==> config.mk <==
export PLATFORM = sky130hd
export DESIGN_NAME = multiplicador_seq
export DESIGN_NICKNAME = d
export VERILOG_FILES = /design/src/rtl/multiplicador_seq.sv
export SDC_FILE = /design/constraint.sdc
export NUM_CORES = 1
export LEC_CHECK = 0
export ABC_AREA = 1
export BUFFER_PORTS_ARGS = -buffer_cell sky130_fd_sc_hd__buf_4
export CORE_MARGIN = 3
export CORE_UTILIZATION = 58
export DETAILED_ROUTE_END_ITERATION = 8
export PLACE_DENSITY = 0.78
export SETUP_SLACK_MARGIN = 0.2
export SKIP_CTS_REPAIR_TIMING = 1
export SLEW_MARGIN = 20
export SYNTH_ARGS = -nofsm -noshare
export SYNTH_HDL_FRONTEND = slang
export SYNTH_SLANG_ARGS = --single-unit
==> constraint.sdc <==
create_clock -name clk -period 6.6 [get_ports clk]
set_input_delay 0.66 -clock clk [delete_from_list [all_inputs] [get_ports clk]]
set_output_delay 0.66 -clock clk [all_outputs]
set_load 0.05 [all_outputs]
==> src/rtl/multiplicador_seq.sv <==
// multiplicador_seq: sequential shift-and-add multiplier, WIDTH x WIDTH -> 2*WIDTH.
// One partial product is accumulated per clock, so a product takes WIDTH cycles.
// Signed operands are handled by multiplying their magnitudes and negating the
// final sum when the operand signs differ.
//
// Ports:
//   clk          system clock, rising edge
//   rst_n        asynchronous active-low reset
//   in_valid     A, B, signed_mode are valid
//   in_ready     operands can be accepted (IDLE only)
//   A, B         multiplicand / multiplier, WIDTH bits
//   signed_mode  1 = two's-complement operands and product, 0 = unsigned
//   busy         computation in progress
//   out_valid    P holds a valid product
//   out_ready    downstream accepts P
//   P            product, 2*WIDTH bits
module multiplicador_seq #(
    parameter int WIDTH = 8
) (
    input  logic               clk,
    input  logic               rst_n,
    input  logic               in_valid,
    output logic               in_ready,
    input  logic [WIDTH-1:0]   A,
    input  logic [WIDTH-1:0]   B,
    input  logic               signed_mode,
    output logic               busy,
    output logic               out_valid,
    input  logic               out_ready,
    output logic [2*WIDTH-1:0] P
);
    localparam int CNT_W = $clog2(WIDTH + 1);
    localparam int PW    = 2 * WIDTH;

    typedef enum logic [1:0] {IDLE, CALC, DONE} state_t;

    state_t           state_reg, state_next;
    logic [PW-1:0]    mcand_reg, mcand_next;
    logic [PW-1:0]    acc_reg, acc_next;
    logic [PW-1:0]    p_reg, p_next;
    logic [WIDTH-1:0] mplier_reg, mplier_next;
    logic [CNT_W-1:0] cnt_reg, cnt_next;
    logic             neg_reg, neg_next;

    logic             accept;
    logic [WIDTH-1:0] mag_a, mag_b;
    logic [PW-1:0]    sum;
    logic [CNT_W-1:0] cnt_inc;

    always_ff @(posedge clk or negedge rst_n) begin
        if (!rst_n) begin
            state_reg  <= IDLE;
            mcand_reg  <= '0;
            acc_reg    <= '0;
            p_reg      <= '0;
            mplier_reg <= '0;
            cnt_reg    <= '0;
            neg_reg    <= 1'b0;
        end else begin
            state_reg  <= state_next;
            mcand_reg  <= mcand_next;
            acc_reg    <= acc_next;
            p_reg      <= p_next;
            mplier_reg <= mplier_next;
            cnt_reg    <= cnt_next;
            neg_reg    <= neg_next;
        end
    end

    always_comb begin
        state_next  = state_reg;
        mcand_next  = mcand_reg;
        acc_next    = acc_reg;
        p_next      = p_reg;
        mplier_next = mplier_reg;
        cnt_next    = cnt_reg;
        neg_next    = neg_reg;

        accept = in_valid && (state_reg == IDLE);

        // Operand inputs are only looked at on an accepting cycle, so X on
        // A/B/signed_mode elsewhere never reaches the datapath. Negating the
        // most negative value yields 2^(WIDTH-1), which fits as unsigned.
        mag_a = '0;
        mag_b = '0;
        if (accept) begin
            mag_a = (signed_mode && A[WIDTH-1]) ? -A : A;
            mag_b = (signed_mode && B[WIDTH-1]) ? -B : B;
        end

        sum     = acc_reg + (mplier_reg[0] ? mcand_reg : '0);
        cnt_inc = cnt_reg + CNT_W'(1);

        case (state_reg)
            IDLE: begin
                if (accept) begin
                    mcand_next  = {{WIDTH{1'b0}}, mag_a};
                    mplier_next = mag_b;
                    acc_next    = '0;
                    cnt_next    = '0;
                    neg_next    = signed_mode && (A[WIDTH-1] ^ B[WIDTH-1]);
                    state_next  = CALC;
                end
            end
            CALC: begin
                acc_next    = sum;
                mcand_next  = mcand_reg << 1;
                mplier_next = mplier_reg >> 1;
                cnt_next    = cnt_inc;
                // Fixed-latency: always WIDTH steps, even once mplier is zero.
                // Negating a zero sum gives zero, so no negative zero appears.
                if (cnt_inc == CNT_W'(WIDTH)) begin
                    p_next     = neg_reg ? -sum : sum;
                    state_next = DONE;
                end
            end
            DONE: begin
                if (out_ready) begin
                    state_next = IDLE;
                end
            end
            default: state_next = IDLE;
        endcase
    end

    assign in_ready  = (state_reg == IDLE);
    assign busy      = (state_reg == CALC);
    assign out_valid = (state_reg == DONE);
    assign P         = p_reg;

endmodule

==> results by group, run 1 <==
Timing
  • Post-Route Skew: 0.01630 ns
  • Slew headroom: 0.4826
  • Final cycle utilization of the critical path: 0.4246
  • Final Hold Fails: 0
  • RSZ-0062 raised after global routing: false
  • # setup viols final: 0
  • Slew @ Worst Pin: 0.7761 ns
  • Final Critical Period: 2.802 ns
  • Fmax: 356.9 MHz
  • Setup TNS: 0 ns
  • Slew Viols, Final: 0

Clock tree
  • Worst skew pair latency: 0.35 ns
  • # H-tree levels: 3
  • Maximum clock insertion buffer count: 2
  • CTS Buf Count: 9
  • CTS sink cnt: 63
  • CTS tree: yes
  • CTS Root Cell: clkbuf_8
  • CTS clk-pin slew, worst paths: 0.08 ns

Synth
  • Cell area after synthesis: 4228 sq um
  • EDFF count, synth: 0
  • Syn_nets: 632
  • Post-synth ARST share: 1.000
  • Main synth FF type: dfrtp_1
  • Register bit count reported by yosys: 63
  • Top-area cell type share of the netlist area: 0.3729
  • Top cells by area, synth: dfrtp_1 (37%), nand2_1 (17%), inv_1 (7.4%)
  • Sequential-to-total area share from yosys stat: 0.3729
  • Total of warnings raised by yosys: 0
  • Most frequent cell after synthesis: nand2_1
  • Area leader, netlist: dfrtp_1
  • Count of different cell masters after synthesis: 35
  • Commonest cells post-synth: nand2_1 (187), inv_1 (83), dfrtp_1 (63)
  • Post-Syn Instances: 591
  • Syn Area/Cell: 7.154 sq um

Worst setup path
  • Crit-path max FO: 17
  • CP Capture Type: flip-flop
  • WP data arrival: 3.04 ns
  • Slowest stage cell, crit path: dfrtp_1
  • Critical-path cell list: nand2_1 > inv_1 > ha_1 > fa_1 > inv_1 > ha_1 > inv_1 > nor2_2 > nand3_1 > nor2_2 > nand2_2 > o21ai_4 > nand3_1 > nand3_1 > nand2_1
  • CP startpoint kind: flip-flop
  • R2R cell count: 15
  • Worst path bufs/invs: 3
  • Largest stage delay, worst path: 0.67 ns
  • R2R Path End: P[12]
  • Flop2flop setup slack: 3.80 ns
  • Setup Crit Path Kind: reg -> reg
  • CP required: 6.83 ns
  • Reg2reg start: mplier_reg[0]
  • CP top delay family: simple AND/OR/NAND/NOR gates

Route
  • Post-DR vias/cell: 5.275
  • Vias: 3851
  • # DRC: 0
  • Routed len/inst: 12.87 microns
  • Final wirelength: 9396 microns
  • Initial DRC count: 246
  • Drt pass-1 iters: 5
  • Detail Route Antenna Nets: 0

Placement
  • Hpwl dp: 7092 microns
  • Inst Count DP: 714
  • RePlAce Congestion: 0.9218
  • Port bufs: 39

Pwr
  • Power share of the clock group: 0.172
  • Comb pwr share: 0.532
  • Net switching power: 1.055 mW
  • Switching Fraction: 0.4817
  • Lkg Pwr: 2.633 nW
  • Pwr dens: 454.8 nW/um^2
  • Peak VDD IR: 228.0 uV
  • Internal power: 1.135 mW
  • Power share of the sequential group: 0.296

Global routing
  • First-pass GRT wire length: 16320 microns
  • Vias in the first global route: 3730
  • Total GRT Usage: 0.2382
  • Initial antenna violation count: 0
  • GR Overflow Total: 0
  • Largest net degree at the start of global routing: 64

Floorplan
  • Die span in y: 91.38 microns
  • Area of the die: 8349 sq um
  • Starting Density: 0.6088
  • I/O pin cnt: 40
  • Die width: 91.38 microns
  • Core ar.: 6944 sq um
  • Rows: 30

Run status
  • Status: finished, final reports clean

Cells and area
  • Final cell count without fillers: 730
  • Area Overhead vs Synth: 13.85%
  • Layout cells sized above 1: 0.1420
  • Final Net Count: 670
  • # fillers: 620
  • Antenna Cells: 0

Run
  • Max Cap Violations: 0

Hold path
  • Min-delay worst type: in -> async
-- final cells by class --
type / instances / area (sq um) / area share
multi-input cells: 427 / 2267 / 0.4710
clock buffers: 9 / 123.9 / 0.02573
inverters: 88 / 330.3 / 0.06862
flip-flops and latches: 63 / 1577 / 0.3275
repair buffers: 40 / 300.3 / 0.06239
clock inverters: 7 / 95.09 / 0.01976
well taps: 96 / 120.1 / 0.02495
-- worst max path at each step --
stage	endpoint	slack, ns	startpoint	cells after the start
2_1_floorplan	P[14]	3.91	mplier_reg[0]	17
4_1_cts	P[12]	3.80	mplier_reg[0]	15
6_report	P[12]	3.80	mplier_reg[0]	15
5_1_grt	P[12]	3.51	mplier_reg[0]	15
3_3_place_gp	P[14]	3.93	mplier_reg[0]	15
3_5_place_dp	P[12]	3.83	mplier_reg[0]	15
-- metrics by stage --
step	hold slack (ns)	utilization	instance area (sq um)	power, mW	worst slack [ns]
3_5_place_dp	0.4671	0.6616	4594	1.811	3.830
5_1_grt	0.4485	0.6932	4813	2.373	3.511
2_1_floorplan	0.3644	-	4228	1.523	3.910
4_1_cts	0.4180	0.6932	4813	2.189	3.797
6_report	0.3760	0.6932	4813	2.189	3.798
3_3_place_gp	0.4660	0.6616	4594	1.767	3.931
-- layout by cell type (no fill, tap or decap), drive strengths merged --
cell type,n
a32o,2
nand3,45
nand2,199
nor2,41
inv,89
buf,40
a31oi,1
bufinv,2
o221ai,1
nand3b,1
clkinv,3
a22o,1
o21ai,46
clkinvlp,1
dfrtp,63
and2,2
nor3,3
nand4,2
o31ai,3
xor2,14
clkbuf,9
o22ai,9
fa,1
or2,2
ha,19
a21oi,15
o211ai,2
a22oi,12
xnor2,6
-- power groups by stage --
stage	Clock, mW	Combinational, mW	Sequential (mW)
after floorplan	0	0.768	0.755
after global placement	0	1.12	0.647
after detailed placement	0	1.16	0.653
after CTS	0.379	1.16	0.648
after global routing	0.396	1.31	0.670
final	0.376	1.17	0.648
-- logic make-up (layout without fill, tap and decap cells) --
kind of cell    count (synthesis)  after routing  share of synthesized area
compound gates                 92             92                     0.1287
xor+xnor                       20             20                    0.04143
fa+ha+maj                      20             20                    0.06097
buf+inv                       101            144                    0.09086
flops                          63             63                     0.3729
simple gates                  295            295                     0.3051
-- per-layer routing --
metal | vias to the layer above | wire, microns | global-route usage
li1 | 1970 | - | -
met1 | 1768 | 4397 | 0.3118
met2 | 100 | 4349 | 0.3998
met3 | 13 | 510 | 0.04640
met4 | 0 | 139 | 0.07035
met5 | - | 0 | 0
-- worst register-to-register path, cell delays in order, from the launching register on --
cell and delay, ns:
dfrtp_1 0.67, nand2_1 0.10, inv_1 0.08, ha_1 0.21, fa_1 0.42, inv_1 0.11
ha_1 0.16, inv_1 0.06, nor2_2 0.11, nand3_1 0.10, nor2_2 0.13, nand2_2 0.09
o21ai_4 0.19, nand3_1 0.10, nand3_1 0.11, nand2_1 0.06
No activity file was read; power rests on OpenSTA's default activity.
==> inputs of run 2 (changes only) <==
Clock period 6.6 ns to 2.8 ns, I/O delays scaled along.
==> results by group, run 2 (same netlist as run 1, synthesis figures left out) <==
Timing
  • Slew headroom: 0.4805
  • Hold Slack: -0.007294 ns
  • # setup viols final: 0
  • Post-Route Skew: 0.005338 ns
  • Slew @ Worst Pin: 0.7792 ns
  • Fmax: 407.2 MHz
  • RSZ-0062 raised after global routing: false
  • Setup TNS: 0 ns
  • Final Hold Fails: 4
  • Final Critical Period: 2.456 ns
  • Final Worst Setup Slack: 0.3440 ns
  • Slew Viols, Final: 0
  • Final cycle utilization of the critical path: 0.8772

Run status
  • Status: finished, violations left
  • Violated checks: hold timing

Placement
  • Inst Count DP: 717
  • Port bufs: 39
  • Dpl ws: 0.2589 ns
  • Hpwl dp: 7061 microns
  • RePlAce Congestion: 0.9428

Pwr
  • Comb pwr share: 0.531
  • Pwr dens: 1090 nW/um^2
  • Lkg Pwr: 2.658 nW
  • Peak VDD IR: 532.0 uV
  • Net switching power: 2.537 mW
  • Internal power: 2.868 mW
  • Power share of the sequential group: 0.281
  • Power share of the clock group: 0.188
  • Switching Fraction: 0.4694

Cells and area
  • # fillers: 589
  • Final Util: 0.7141
  • Antenna Cells: 0
  • Area Overhead vs Synth: 17.28%
  • Commonest non-fill, non-tap cell in the layout: nand2_1
  • Final cell count without fillers: 734
  • Most frequent cells in the layout: nand2_1 (184), inv_1 (82), dfrtp_1 (63)
  • Final Net Count: 674
  • Layout cells sized above 1: 0.1724

Route
  • Post-DR vias/cell: 5.313
  • Final wirelength: 9606 microns
  • Detail Route Antenna Nets: 0
  • Initial DRC count: 243
  • Routed len/inst: 13.09 microns
  • # DRC: 0
  • Drt pass-1 iters: 5
  • Vias: 3900

Clock tree
  • CTS tree: yes
  • CTS sink cnt: 63
  • CTS Buf Count: 9
  • Worst skew pair latency: 0.35 ns
  • CTS clk-pin slew, worst paths: 0.07 ns
  • Maximum clock insertion buffer count: 2
  • CTS Root Cell: clkbuf_8
  • # H-tree levels: 3

Hold path
  • Min-delay worst type: in -> async

Floorplan
  • Rows: 30
  • Area of the die: 8349 sq um
  • Core ar.: 6944 sq um
  • Die span in y: 91.38 microns
  • Die width: 91.38 microns
  • Starting Density: 0.6088
  • I/O pin cnt: 40

Global routing
  • GR Overflow Total: 0
  • Largest net degree at the start of global routing: 64
  • First-pass GRT wire length: 16170 microns
  • Total GRT Usage: 0.2383
  • Initial antenna violation count: 0
  • Vias in the first global route: 3717

Worst setup path
  • CP required: 3.04 ns
  • WP data arrival: 2.70 ns
  • Crit-path max FO: 6
  • CP Capture Type: flip-flop
  • Setup Crit Path Kind: reg -> reg
  • CP startpoint kind: flip-flop

Run
  • Max Cap Violations: 0
[run 2: cell count changes in the layout (fill, tap and decap cells not counted), moves of 3 or more]
cell and change:
buf_4 +4, ha_1 -7, ha_2 +4, ha_4 +3, nand2_1 -3
[run 2: power groups by stage]
| stage | sequential [mW] | combinational, mW | clock, mW |
|---|---|---|---|
| 2_1_floorplan | 1.78 | 1.81 | 0 |
| 3_3_place_gp | 1.51 | 2.67 | 0 |
| 3_5_place_dp | 1.52 | 2.76 | 0 |
| 4_1_cts | 1.51 | 2.78 | 1.03 |
| 5_1_grt | 1.57 | 3.16 | 1.07 |
| 6_report | 1.52 | 2.87 | 1.01 |
[run 2: layout make-up]
class | instances | area, sq um | area share
Clock inverter | 6 | 116.4 | 0.02347
Inverter | 88 | 330.3 | 0.06662
Clock buffer | 10 | 137.6 | 0.02776
Sequential cell | 63 | 1577 | 0.3179
Tap cell | 96 | 120.1 | 0.02422
Timing Repair Buffer | 44 | 330.3 | 0.06662
Multi-Input combinational cell | 427 | 2347 | 0.4734
[run 2: worst paths after layout]
kind / startpoint / endpoint / slack (ns) / cells after the start
worst max-delay path: mplier_reg[0] / P[14] / 0.34 / 15
worst min-delay path: rst_n / P[2] / -0.007 / 1
worst max register to register: mplier_reg[0] / P[14] / 0.34 / 15
worst min register to register: P[10] / P[10] / 0.48 / 2
max in group asynchronous: rst_n / mplier_reg[0] / 2.27 / 1
min in group clk: out_ready / state_reg[1] / 0.09 / 2
[run 2: critical path: stages, from the launching register on]
cell and delay, ns:
dfrtp_1 0.39, nand2_1 0.06, inv_1 0.06, ha_2 0.21
fa_2 0.46, inv_2 0.09, ha_1 0.14, inv_1 0.05
nor2_2 0.12, nand3_1 0.10, nor2_2 0.13, nand2_2 0.09
o21ai_4 0.19, nand4_1 0.11, nand3_1 0.10, nand2_1 0.05
[run 2: metal layers]
layer / up-vias / share of wire / GRT usage
met5: - / 0 / 0
met4: 0 / 0.022 / 0.1093
met3: 22 / 0.058 / 0.03728
met2: 129 / 0.47 / 0.4040
met1: 1769 / 0.45 / 0.2977
li1: 1980 / - / -
[run 2: per-stage QoR]
step / total power, mW / instance area [sq um]
after detailed placement: 4.280 / 4617
after floorplan: 3.592 / 4230
final: 5.405 / 4959
after global placement: 4.186 / 4617
after global routing: 5.806 / 4959
after CTS: 5.315 / 4871
==> inputs of run 3 (changes only) <==
Settings changed: CORE_UTILIZATION 58 to 55, PLACE_DENSITY 0.78 to 0.75, SLEW_MARGIN 20 to 0.
==> results by group, run 3 (same netlist as run 1, synthesis figures left out) <==
Route
  • Routed len/inst: 13.73 microns
  • Final wirelength: 10160 microns
  • Met3 wire len: 554 microns
  • Vias: 3922
  • # DRC: 0
  • Top routing layer in use: met4
  • Routed wl met2: 4889 microns
  • Initial DRC count: 196
  • Post-DR vias/cell: 5.300
  • Detail Route Antenna Nets: 0
  • Drt pass-1 iters: 5
  • M1 WL: 4538 microns

Timing
  • Slew headroom: 0.4579
  • Slew @ Worst Pin: 0.8131 ns
  • Final cycle utilization of the critical path: 0.8806
  • Hold Slack: -0.001083 ns
  • RSZ-0062 raised after global routing: true
  • Setup TNS: 0 ns
  • Fmax: 405.6 MHz
  • Final Critical Period: 2.466 ns
  • # setup viols final: 0
  • Slew Viols, Final: 0
  • Final Hold Fails: 1
  • Post-Route Skew: 0.008731 ns

Global routing
  • Largest net degree at the start of global routing: 64
  • Total GRT Usage: 0.2459
  • Initial antenna violation count: 0
  • Vias in the first global route: 3820
  • First-pass GRT wire length: 16950 microns
  • GR Overflow Total: 0

Floorplan
  • Starting Density: 0.5737
  • Area of the die: 8775 sq um
  • Rows: 31
  • I/O pin cnt: 40
  • Die span in y: 93.68 microns
  • Die width: 93.68 microns
  • Core ar.: 7370 sq um

Clock tree
  • CTS tree: yes
  • CTS clk-pin slew, worst paths: 0.08 ns
  • Worst skew pair latency: 0.35 ns
  • CTS sink cnt: 63
  • CTS Root Cell: clkbuf_8
  • # H-tree levels: 3
  • CTS Buf Count: 9
  • Maximum clock insertion buffer count: 2

Cells and area
  • Reg area: 1578 sq um
  • Multi-input gate area: 2410 sq um
  • Antenna Cells: 0
  • Commonest non-fill, non-tap cell in the layout: nand2_1
  • Post-Layout Inst Area: 5001 sq um
  • Final cell count without fillers: 740
  • Area Overhead vs Synth: 18.29%
  • Layout cells sized above 1: 0.1966
  • Final Net Count: 677
  • # fillers: 670
  • Most frequent cells in the layout: nand2_1 (179), inv_1 (82), dfrtp_1 (62)

Pwr
  • Pwr dens: 1069 nW/um^2
  • Lkg Pwr: 2.648 nW
  • Internal power: 2.740 mW
  • Switching Fraction: 0.4876
  • Power share of the sequential group: 0.289
  • Comb pwr share: 0.556
  • Net switching power: 2.607 mW
  • Power share of the clock group: 0.156
  • Peak VDD IR: 552.9 uV

Worst setup path
  • Setup Crit Path Kind: reg -> reg
  • CP Capture Type: flip-flop
  • Critical-path cell list: nand2_1 > inv_1 > ha_4 > fa_2 > inv_2 > ha_1 > inv_1 > nor2_4 > nand3_2 > nor2_4 > nand2_2 > o21ai_4 > nand4_1 > nand3_1 > nand2_1
  • WP data arrival: 2.71 ns
  • Critical path origin: mplier_reg[0]
  • CP top delay family: adder cells
  • CP startpoint kind: flip-flop
  • Flop2flop setup slack: 0.33 ns
  • R2R Path End: P[14]
  • R2R cell count: 15
  • Largest stage delay, worst path: 0.45 ns
  • Slowest stage cell, crit path: fa_2
  • CP required: 3.05 ns
  • Worst path bufs/invs: 3
  • Crit-path max FO: 6
  • Reg2reg start: mplier_reg[0]

Placement
  • Port bufs: 39
  • Inst Count DP: 722
  • Hpwl dp: 7371 microns
  • Placed Area: 4636 sq um
  • RePlAce Congestion: 0.9553

Run
  • Max Cap Violations: 0

Run status
  • Violated checks: hold timing
  • Status: finished, violations left

Hold path
  • Min-delay worst type: in -> async
==> run 3: cell types whose count changed in the layout (fill, tap and decap cells not counted), moves of 2 or more <==
cell	previous run	this run
a21oi_1	13	11
a21oi_2	2	4
buf_4	44	47
bufinv_16	3	1
ha_4	3	5
nand2_1	184	179
nand2_2	14	20
nor2_1	31	29
nor2_4	4	6
==> run 3: area by class of cell <==
| cell class | count | share of cell area |
|---|---|---|
| clock buffer | 10 | 0.02752 |
| inverter | 88 | 0.06605 |
| clock inverter | 6 | 0.01376 |
| multi-input combinational | 427 | 0.4819 |
| timing repair buffer | 47 | 0.07055 |
| sequential | 63 | 0.3155 |
| tap | 99 | 0.02477 |
==> run 3: per-layer routing <==
| metal | track usage | up-vias |
|---|---|---|
| li1 | - | 1986 |
| met5 | 0 | - |
| met2 | 0.4229 | 101 |
| met4 | 0.08183 | 0 |
| met1 | 0.3056 | 1819 |
| met3 | 0.05529 | 16 |
==> run 3: power by group through the flow <==
stage	sequential [mW]	combinational [mW]	clock [mW]
floorplan	1.78	1.81	0
global placement	1.53	2.72	0
detailed placement	1.53	2.78	0
CTS	1.52	2.79	0.854
global route	1.59	3.29	0.887
finish	1.54	2.97	0.832
==> run 3: worst max-delay path by stage <==
stage / end / cells past startpoint
detailed placement: P[15] / 16
finish: P[14] / 15
global placement: P[14] / 15
floorplan: P[14] / 17
CTS: P[15] / 16
global route: P[12] / 16
==> run 3: metrics by stage <==
stage          setup WS (ns)  power (mW)  utilization
2_1_floorplan         0.2530       3.592            -
3_3_place_gp          0.2176       4.242       0.6290
3_5_place_dp          0.1763       4.312       0.6290
4_1_cts               0.1664       5.170       0.6570
5_1_grt               0.1755       5.769       0.6786
6_report              0.3344       5.347       0.6786
==> run 3: worst reg2reg max path: stages, from the launching register on <==
cell,delay [ns]
dfrtp_2,0.43
nand2_1,0.06
inv_1,0.06
ha_4,0.18
fa_2,0.45
inv_2,0.09
ha_1,0.14
inv_1,0.07
nor2_4,0.10
nand3_2,0.09
nor2_4,0.14
nand2_2,0.09
o21ai_4,0.22
nand4_1,0.11
nand3_1,0.09
nand2_1,0.05
